**src/rtl/led_flasher_pkg.sv**
```systemverilog
// Shared types and widths for the LED flasher: state encoding, timer width, queue width.
package led_flasher_pkg;

  localparam int TIMER_W = 25;
  localparam int QUEUE_W = 4;

  typedef enum logic [1:0] {
    IDLE = 2'd0,
    ON   = 2'd1,
    OFF  = 2'd2
  } flashState_t;

endpackage

```
**src/rtl/flash_timer.sv**
```systemverilog
// Loadable down-counter shared by the ON and OFF phases; done marks the final cycle of a phase.
module flash_timer
  import led_flasher_pkg::*;
(
  input  logic               clock,
  input  logic               reset,
  input  logic               load,
  input  logic [TIMER_W-1:0] value,
  output logic               done
);

  logic [TIMER_W-1:0] count;

  // Loading value-1 makes a phase of N cycles end with done on its N-th cycle.
  always_ff @(posedge clock or negedge reset) begin
    if (!reset) begin
      count <= '0;
    end else if (load) begin
      count <= value - TIMER_W'(1);
    end else if (count != '0) begin
      count <= count - TIMER_W'(1);
    end
  end

  assign done = (count == '0);

endmodule

```
**src/rtl/led_flasher.sv**
```systemverilog
// Queued LED flasher: each request gives one ON pulse followed by a dark gap.
// Optional dimming of the ON phase is enabled by defining LED_FLASHER_DIM_EN.
module led_flasher
  import led_flasher_pkg::*;
#(
  parameter logic [TIMER_W-1:0] ON_CYCLES  = 25'd10_000_000,
  parameter logic [TIMER_W-1:0] OFF_CYCLES = 25'd10_000_000,
  parameter logic [QUEUE_W-1:0] QUEUE_MAX  = 4'd15
) (
  input  logic               clock,
  input  logic               reset,
  input  logic               eventIn,
  input  logic               clearIn,
`ifdef LED_FLASHER_DIM_EN
  input  logic [3:0]         dutyIn,
`endif
  output logic               ledOut,
  output logic               busy,
  output logic [QUEUE_W-1:0] pending,
  output logic               overflow
);

  flashState_t        state;
  flashState_t        stateNext;
  logic               haveWork;
  logic               startFlash;
  logic               endFlash;
  logic               queueEvent;
  logic               takeQueued;
  logic               timerLoad;
  logic [TIMER_W-1:0] timerValue;
  logic               timerDone;
  logic               dimGate;

  flash_timer phaseTimer (
    .clock (clock),
    .reset (reset),
    .load  (timerLoad),
    .value (timerValue),
    .done  (timerDone)
  );

  always_comb begin
    haveWork   = eventIn || (pending != '0);
    startFlash = 1'b0;
    endFlash   = 1'b0;
    unique case (state)
      IDLE:    startFlash = haveWork;
      ON:      endFlash   = timerDone;
      OFF:     startFlash = timerDone && haveWork;
      default: ;
    endcase
    if (clearIn) begin
      startFlash = 1'b0;
      endFlash   = 1'b0;
    end

    stateNext = state;
    if (clearIn)
      stateNext = IDLE;
    else if (startFlash)
      stateNext = ON;
    else if (endFlash)
      stateNext = OFF;
    else if ((state == OFF) && timerDone)
      stateNext = IDLE;

    // A flash consumes the same-cycle request first; only otherwise does it drain the queue.
    queueEvent = eventIn && !clearIn && !startFlash;
    takeQueued = startFlash && !eventIn;
    timerLoad  = startFlash || endFlash;
    timerValue = startFlash ? ON_CYCLES : OFF_CYCLES;
  end

`ifdef LED_FLASHER_DIM_EN
  logic [3:0] pwmCount;
  logic [3:0] pwmNext;

  assign pwmNext = pwmCount + 4'd1;

  always_ff @(posedge clock or negedge reset) begin
    if (!reset)
      pwmCount <= 4'd0;
    else
      pwmCount <= pwmNext;
  end

  // Compare against the count that will be live when the registered LED takes effect.
  assign dimGate = (pwmNext < dutyIn);
`else
  assign dimGate = 1'b1;
`endif

  always_ff @(posedge clock or negedge reset) begin
    if (!reset) begin
      state    <= IDLE;
      ledOut   <= 1'b0;
      busy     <= 1'b0;
      pending  <= '0;
      overflow <= 1'b0;
    end else begin
      state  <= stateNext;
      busy   <= (stateNext != IDLE);
      ledOut <= (stateNext == ON) && dimGate;
      if (clearIn) begin
        pending  <= '0;
        overflow <= 1'b0;
      end else if (queueEvent) begin
        if (pending == QUEUE_MAX)
          overflow <= 1'b1;
        else
          pending <= pending + QUEUE_W'(1);
      end else if (takeQueued) begin
        pending <= pending - QUEUE_W'(1);
      end
    end
  end

  paramCheck: assert property (@(posedge clock)
    (ON_CYCLES != '0) && (OFF_CYCLES != '0) && (QUEUE_MAX != '0));

endmodule

```
**config.mk**
```make
export PLATFORM = sky130hd
export DESIGN_NAME = led_flasher
export DESIGN_NICKNAME = d
export VERILOG_FILES = /design/src/rtl/led_flasher_pkg.sv /design/src/rtl/flash_timer.sv /design/src/rtl/led_flasher.sv
export SDC_FILE = /design/constraint.sdc
export NUM_CORES = 1
export LEC_CHECK = 0
export CORE_MARGIN = 5
export CORE_UTILIZATION = 50
export DETAILED_ROUTE_END_ITERATION = 6
export GPL_TIMING_DRIVEN = 0
export PLACE_DENSITY = 0.69
export SLEW_MARGIN = 0
export SYNTH_ARGS = -nofsm -noshare
export SYNTH_HDL_FRONTEND = slang
export SYNTH_SLANG_ARGS = --single-unit
```
**constraint.sdc**
```tcl
create_clock -name clock -period 4.05 [get_ports clock]
set_input_delay 1.215 -clock clock [delete_from_list [all_inputs] [get_ports clock]]
set_output_delay 1.215 -clock clock [all_outputs]
set_load 0.01 [all_outputs]
```
==> results.md, run 1 <==
Placement:
- The HPWL after detailed placement is around 2700 um.
- The global placer's final weighted congestion is ~0.87.
- The count of buffers added on input and output ports is 8.
- Before CTS, the worst setup slack after placement is 0.5825 ns.
- The placed instances occupy a cell area of 2058 um^2.

Clock network:
- The clock root buffer is clkbuf_8.
- Clock-pin slew was measured on the worst setup and hold paths at 0.08 ns.
- For this design, the CTS-stage hold fixing added 0 buffers.
- TritonCTS built the clock tree.
- The number of buffers created by CTS is 5.
- The clock latency at the later pin of the worst-skew pair is 0.29 ns.
- Once the clock tree was built, the setup fixing pass inserted 0 buffers.
- The clock sink total is 34.
- The number of levels the H-tree was split into is 2.
- Post-CTS repair changed the size of 0 cells.
- The longest clock path from root to sink contains 2 buffers.

Drt:
- In the final routing, the length of wire on met1 measures roughly 1700 um.
- The aggregate routed wire length is 3668 um.
- The total via count after detailed routing is between 1k and 1.5k.
- After detailed routing, the met3 layer carries 140 um of wire.
- After detailed routing, the number of vias per cell comes to around 5.6.
- The detailed-route wire length per cell is 13.79 um.
- For this block, the initial DRC count from the detailed router was 57.
- After detailed routing, the met2 layer carries 1719 um of wire.
- The detailed-router iteration count before antenna repair is 4.
- Once detail routing completed, the nets flagged for antenna violations numbered 0.
- In the routed design, unresolved DRC markers number 0.
- The highest metal layer used by the detailed router is met4.

Hold path:
- The worst hold path begins at overflow.
- The worst min-delay path endpoint is overflow.
- The type of the worst min-delay path is flop to flop.
- The cell depth of the worst hold path is 2.

Global routing:
- The number of global-route vias before repair came to 1439.
- Entering global routing, the biggest net connects 35 pins.
- The total overflow reported by the global router is 0.
- The first global-routing pass estimated 6527 um of wire.
- The initial antenna violation count is 0.
- The overall global routing resource usage is 15.81%.

Power and ir drop:
- Combinational cells account for 22.2% of the total power.
- Across the VDD grid, the largest voltage drop is 0.0003322 V.
- Summed over all nets, the switching power comes to around 0.29 mW.
- Net switching is 28.87% of the power.
- The relative contribution of sequential cells to total power is 40.1%.
- The internal portion of the total power is approximately 0.7 mW.
- Total power for the finished layout comes to 0.9996 mW.
- The clock share of power is a little under two fifths.
- In this run the power density over the cells is 455.2 nW/um^2.
- In this run the static leakage power is 0.8310 nW.

Timing:
- The final setup slack of the worst path is 0.5498 ns.
- Hold timing on the final database bottoms out at a slack of 0.5228 ns.
- Derived from the worst setup path, the maximum achievable clock frequency is roughly 0.29 GHz.
- The relative slew slack is ~50%.
- Setup violations remaining at the end of the flow were counted as 0.
- For the pin with the worst max-slew slack, the measured transition is 0.7450 ns.
- The number of pins with negative max-slew slack in the final report is 0.
- Between clock sinks in the finished design, the worst skew comes to 0.006966 ns.
- Setup repair after global routing left no endpoint under its margin.
- After routing, the total negative slack on setup checks comes to 0 ns.
- Subtracting the final worst setup slack from the clock period gives 3.500 ns.
- The number of hold-slack violations in the final timing report is 0.
- The final clock period utilization by the worst path is just under 90%.

Synth:
- Of all flip-flops after synthesis, the portion carrying an async set or reset was 100.0%.
- Yosys mapped the design onto 42 distinct sky130hd cell types.
- The commonest cells after synthesis are 34 x dfrtp_1, 28 x nor2_1, 23 x nand2_1, 16 x xnor2_1, 10 x nor3_1.
- The portion of the post-synthesis area used by sequential elements is between 40 and 50%.
- The number of nets handed over by synthesis was 211.
- Synthesis inferred 34 register bits.
- In this run the cell area of the synthesized design comes to 1923 um^2.
- Of all cell types, the one taking the most synthesized area is dfrtp_1.
- The synthesized area per cell is between 9 and 10 um^2.
- By area the synthesized netlist is led by dfrtp_1 44%, xnor2_1 7.3%, nor2_1 5.5%.
- In this run, synthesis inferred 0 flip-flops with an integrated enable.
- The top cell type's share of synthesized area is 44.24%.
- In the synthesized netlist the dominant register cell turns out to be dfrtp_1.
- The synthesis warning total is 0.
- The number of instances in the synthesized netlist is 202.
- By instance count, the leading cell after synthesis is dfrtp_1.

Run:
- Max-cap violations in this run came to 0.

Finish:
- The area of all placed cells without fillers is 2196 um^2.
- The sequential cell area in the final layout is approximately 850 um^2.
- The net count of the finished layout is about 230.
- In the final layout, the multi-input gates occupy 1006 um^2.
- The fraction of layout cells with a size suffix above 1 is 11.47%.
- Fill cells in the final layout number 315.
- The number of antenna diodes in the final layout is 0.
- The area added between synthesis and finish is 14.18%.

Critical path:
- Across all register-to-register paths, the minimum setup slack is 0.55 ns.
- The data arrival time of the critical path is between 3 and 4 ns.
- The stage delay of the slowest cell on the critical path is between 0.5 and 0.6 ns.
- STA classifies the critical path endpoint as a flop.
- The worst setup path is launched from a flop.
- The critical path is of the flop to flop type.
- The slowest stage cell on the critical path is or4_4.
- The required arrival time at the worst endpoint is around 4.2 ns.
- The number of buffers and inverters on the critical path is 1.
- The worst reg2reg path startpoint is phaseTimer.count[2].
- Traced cell by cell, the critical path runs through or4_4 > or4_4 > buf_6 > o21ai_4 > nand2b_1 > nand2_1 > or2_2 > ha_1 > a21oi_1 > nand2_1 > nor4_1 > a32oi_1 > mux2_1.
- The endpoint identified for the worst register-to-register timing path is pending[3].
- The gate family responsible for the most delay along the worst path is simple AND/OR/NAND/NOR gates.
- The maximum fanout count along the critical path is 8.
- Measured in cells, the most critical reg-to-reg path has a length of 13.

Floorplan:
- For this design the top-level I/O count stands at 11.
- The die outline area is 5186 um^2.
- The effective utilization at floorplan is between 50% and 60%.
- Measured along the x axis, the die boundary spans 72.02 um.
- The floorplan has 22 rows.
- The core region area is 3689 um^2.
- In this run the vertical extent of the chip is 72.02 um.

Run status:
- The flow ran to the end, and the final reports show no timing, DRC or antenna violations.
[kinds of logic (layout without fill, tap and decap cells)]
kind of cell               count (synthesis)  count (layout)  synth area share, %
and+or+nand+nor                          104             104                29.02
DFF                                       34              34                44.24
xor gates and xnor gates                  24              24                10.93
AOI/OAI and AO/OA                         18              18                6.377
buffers and inverters                     13              29                3.448
adders and majority gates                  5               5                3.644
muxes                                      4               4                2.342
[registers in the layout, summed over array words and instances, names as in the netlist]
name and cells:
overflow 1, phaseTimer.count 25, ledOut 1, busy 1
state 2, pending 4
[per-stage QoR]
stage | cells | utilization [%]
floorplan | 202 | -
global placement | 258 | 55.94
detailed placement | 258 | 55.80
CTS | 266 | 59.53
global route | 266 | 59.53
finish | 266 | 59.53
[area by class of cell]
cell class | count | area share (%)
plain buffers | 8 | 2.165
clock buffers | 5 | 3.134
clock inverters | 3 | 3.134
inverters | 5 | 0.8547
multi-input cells | 155 | 45.81
flip-flops and latches | 34 | 38.75
well taps | 48 | 2.735
repair buffers | 8 | 3.419
[worst register-to-register path, delay by kind of cell, from the launching register on]
kind / cells / cell delay [ns]
muxes: 1 / 0.32
DFF: 1 / 0.42
AOI/OAI and AO/OA: 3 / 0.52
and+or+nand+nor: 7 / 1.71
adders and majority gates: 1 / 0.25
buffers and inverters: 1 / 0.16
[routing by layer]
layer | up-vias | track usage (%)
li1 | 724 | -
met1 | 726 | 20.69
met2 | 26 | 25.71
met3 | 7 | 4.571
met4 | 0 | 4.175
met5 | - | 0
[power by group through the flow]
| stage | registers, mW | logic (mW) | clock network [mW] |
|---|---|---|---|
| after floorplan | 0.407 | 0.149 | 0 |
| after global placement | 0.405 | 0.217 | 0 |
| after detailed placement | 0.407 | 0.223 | 0 |
| after CTS | 0.401 | 0.224 | 0.382 |
| after global routing | 0.405 | 0.251 | 0.399 |
| final | 0.401 | 0.222 | 0.377 |
[cells in the final DEF, fill, tap and decap left out, types with 3 or more instances in the layout]
cell	count
dfrtp_1	34
nor2_1	28
nand2_1	23
xnor2_1	16
nor3_1	10
xor2_1	8
nor4_1	7
clkdlybuf4s50_1	7
a21oi_1	6
inv_1	5
or3_1	5
clkbuf_8	5
clkbuf_1	4
nand4b_1	4
nor2b_1	4
mux2_1	4
ha_1	4
buf_2	3
or2_2	3
nand2b_1	3
nand3_1	3
[worst max path at each step]
stage / start / end / slack [ns] / cells past startpoint
6_report: phaseTimer.count[2] / pending[3] / 0.55 / 13
5_1_grt: phaseTimer.count[19] / pending[3] / 0.25 / 12
4_1_cts: phaseTimer.count[2] / pending[3] / 0.56 / 13
3_5_place_dp: phaseTimer.count[19] / pending[3] / 0.58 / 12
3_3_place_gp: phaseTimer.count[2] / pending[3] / 0.62 / 13
2_1_floorplan: phaseTimer.count[2] / pending[3] / 0.82 / 12
Note: power is estimated with default switching activity, not from simulation.
==> inputs of run 2 (changes only) <==
CORE_UTILIZATION = 59   (was 50)
GPL_ROUTABILITY_DRIVEN = 0   (was unset)
MAX_ROUTING_LAYER = met4   (was unset)
PLACE_DENSITY = 0.79   (was 0.69)
==> run 2 against run 1 <==
Compared with the run above: utilization increased by 9.2 points; via count rose by 1.3%; power shrank 17%; register-to-register slack lost 0.06 ns; clock skew fell by 0.00077 ns; setup slack worse by 0.064 ns; non-clock buffer count unchanged; first-iteration DRC count grew 25%; largest power group unchanged.
==> results.md, run 2 (synthesis results as in run 1) <==
Power and ir drop:
- Net switching is 34.34% of the power.
- In this run the static leakage power is 0.7969 nW.
- The total power density per cell area is between 300 and 400 nW/um^2.
- The switching component of the power is around 0.29 mW.
- The worst IR drop on VDD is 0.0002764 V.
- The clock network is responsible for 24.5% of the overall power.
- The internal power of the cells totals 0.5479 mW.
- The share of power burned in combinational logic is 27.2%.
- Overall power consumption after layout is estimated at 0.8346 mW.
- The relative contribution of sequential cells to total power is 48.3%.

Timing:
- The relative slew slack is roughly 50%.
- The number of pins with negative max-slew slack in the final report is 0.
- Counting I/O delays and the setup requirement, the final critical path takes between 3 and 4 ns.
- In the final timing run, aggregate negative setup slack is 0 ns.
- Dividing the final minimum period by the clock period gives 88.01%.
- The number of hold-slack violations in the final timing report was 0.
- The hold slack is 0.5380 ns.
- On the final layout, the worst clock skew is 0.006195 ns.
- Setup repair after global routing left no endpoint under its margin.
- The highest attainable clock frequency is 0.2806 GHz.
- At the pin with the least slew margin, the transition time is 0.7499 ns.
- The total of endpoints with negative setup slack in the final report is 0.

Clock network:
- The H-tree generated during clock tree synthesis spans 2 levels.
- The maximum number of buffers from clock root to sink is 2.
- The clock slew at the register clock pins of the worst setup and hold paths is ~0.11 ns.
- The number of clock buffers added by TritonCTS is 5.
- The post-cts gate resize count is 0.
- The post-CTS setup repair buffer count is 0.
- TritonCTS built the clock tree.
- The clock net in this run drives a total of 34 sinks.
- The clock latency at the later pin of the worst-skew pair is 0.34 ns.
- The number of hold buffers added after CTS is 0.
- The clock root buffer is clkbuf_4.

Critical path:
- STA classifies the critical path endpoint as a flop.
- The worst setup path is of the flop to flop kind.
- The data arrival time of the critical path is 3.80 ns.
- At the worst endpoint, the required time is 4.29 ns.
- Along the worst path, the maximum fanout reaches 8.
- The stage delay of the slowest cell on the critical path is 0.59 ns.
- The critical path goes through or4_4 > or4_4 > buf_6 > o21ai_4 > nand2b_1 > nand2_1 > or2_2 > ha_1 > a21oi_1 > nand2_1 > nor4_1 > a32oi_1 > mux2_1.
- STA classifies the critical path startpoint as a flop.
- The slowest stage of the critical path belongs to the cell or4_4.

Drt:
- The count of nets left with antenna violations after detail routing is 0.
- The via density per instance is around 5.7.
- The total via count after detailed routing is approximately 1.5k.
- The count of routing violations after the opening detailed-route iteration is 71.
- The detailed-router iteration count before antenna repair is 4.
- Dividing the detail-routed wire length by the instance count gives 14.74 um.
- The DRC violations left is 0.
- The routed design has 3862 um of wire.

Finish:
- In the layout the commonest cells are 34 x dfrtp_1, 28 x nor2_1, 23 x nand2_1.
- The area added between synthesis and finish is 10.08%.
- After the last flow step, the layout net total stands at 226.
- After filler insertion, the fill cell instance count of the layout stands at 248.
- The largest registers in the layout are phaseTimer.count (25), pending (4), state (2).
- The top register by number of flip-flops is phaseTimer.count.
- 0 antenna diodes ended up in the layout.
- The commonest non-fill, non-tap cell in the layout is dfrtp_1.
- The final standard cell utilization of the core is just under 70%.
- In the final layout, the share of cells above drive strength 1 is 11.47%.
- The number of flip-flops under the largest register name is 25.
- The area of the multi-input gates is 1006 um^2.
- The sequential cell area in the final layout is ~850 um^2.
- The finished layout holds 262 standard cells, fillers aside.

Floorplan:
- The effective utilization at floorplan is 62.48%.
- The row count is 20.
- The chip height is 67.09 um.
- The die is 67.09 um wide.
- The die outline area is between 4000 and 5000 um^2.
- 11 I/O pins were placed.
- The core region area is just over 3000 um^2.

Global routing:
- The initial antenna violation count is 0.
- The number of global-route vias before repair is 1445.
- The global-route wire length before repair is ~6500 um.
- The total overflow reported by the global router is 0.
- The maximum number of pins on one net before global-route repair is 35.
- Global routing consumed, over all layers together, 19.90% of the routing resources.

Hold path:
- The type of the worst min-delay path is flop to flop.

Run status:
- The run finished with clean final reports.

Placement:
- The count of port buffers added during placement is 8.
- In this run, placement finished with an instance count of 254.
- The wire-length estimate of the detail-placed layout is 2719 um.

Run:
- The total of max-cap violations is 0.
==> run 2: changes by cell type in the layout (fill, tap and decap cells not counted), sizes merged <==
cell      previous run  this run
bufinv               2         0
clkbuf               9        10
clkinvlp             0         1
==> run 2: final timing paths <==
check / start / to / slack [ns] / cells after the start
setup reg to reg: phaseTimer.count[2] / pending[3] / 0.49 / 13
hold reg to reg: phaseTimer.count[10] / phaseTimer.count[10] / 0.54 / 2
setup / recovery: phaseTimer.count[2] / pending[3] / 0.49 / 13
max in group asynchronous: reset / phaseTimer.count[11] / 2.65 / 1
hold / removal: phaseTimer.count[10] / phaseTimer.count[10] / 0.54 / 2
min in group asynchronous: reset / phaseTimer.count[19] / 0.92 / 1
==> run 2: power by group through the flow <==
stage / registers (mW) / clock network (mW) / logic [mW]
6_report: 0.403 / 0.204 / 0.227
5_1_grt: 0.407 / 0.224 / 0.252
4_1_cts: 0.401 / 0.208 / 0.227
3_5_place_dp: 0.407 / 0 / 0.225
3_3_place_gp: 0.405 / 0 / 0.216
2_1_floorplan: 0.407 / 0 / 0.149
==> run 2: critical path, delay by kind of cell (launching register included) <==
family          cells  cell delay, ns
simple gates        7            1.71
compound gates      3            0.56
flops               1            0.44
mux                 1            0.32
buf+inv             1            0.16
fa+ha+maj           1            0.27
==> run 2: area by class of cell <==
class | count | area share (%)
plain buffers | 8 | 2.246
inverters | 5 | 0.8865
well taps | 44 | 2.600
repair buffers | 8 | 3.546
multi-input cells | 155 | 47.52
flip-flops and latches | 34 | 40.19
clock inverters | 2 | 0.5910
clock buffers | 6 | 2.423
==> run 2: metrics by stage <==
step           setup WS, ns  instance area (um^2)
4_1_cts              0.5168                  2117
6_report             0.4857                  2117
5_1_grt              0.2311                  2117
2_1_floorplan        0.8226                  1923
3_3_place_gp         0.6349                  2058
3_5_place_dp         0.5471                  2053
==> run 2: routing by layer <==
| metal | part of all wire (%) | GRT usage, % | up-vias |
|---|---|---|---|
| li1 | - | - | 722 |
| met1 | 46 | 24.02 | 727 |
| met2 | 47 | 31.41 | 48 |
| met3 | 5.8 | 6.071 | 6 |
| met4 | 1.3 | 7.089 | 0 |
| met5 | 0 | - | - |
==> inputs of run 3 (changes only) <==
CTS_CLUSTER_SIZE = 10   (was unset)
==> results of run 3 <==
No change in the layout: final DEF, timing and power equal those of run 2.
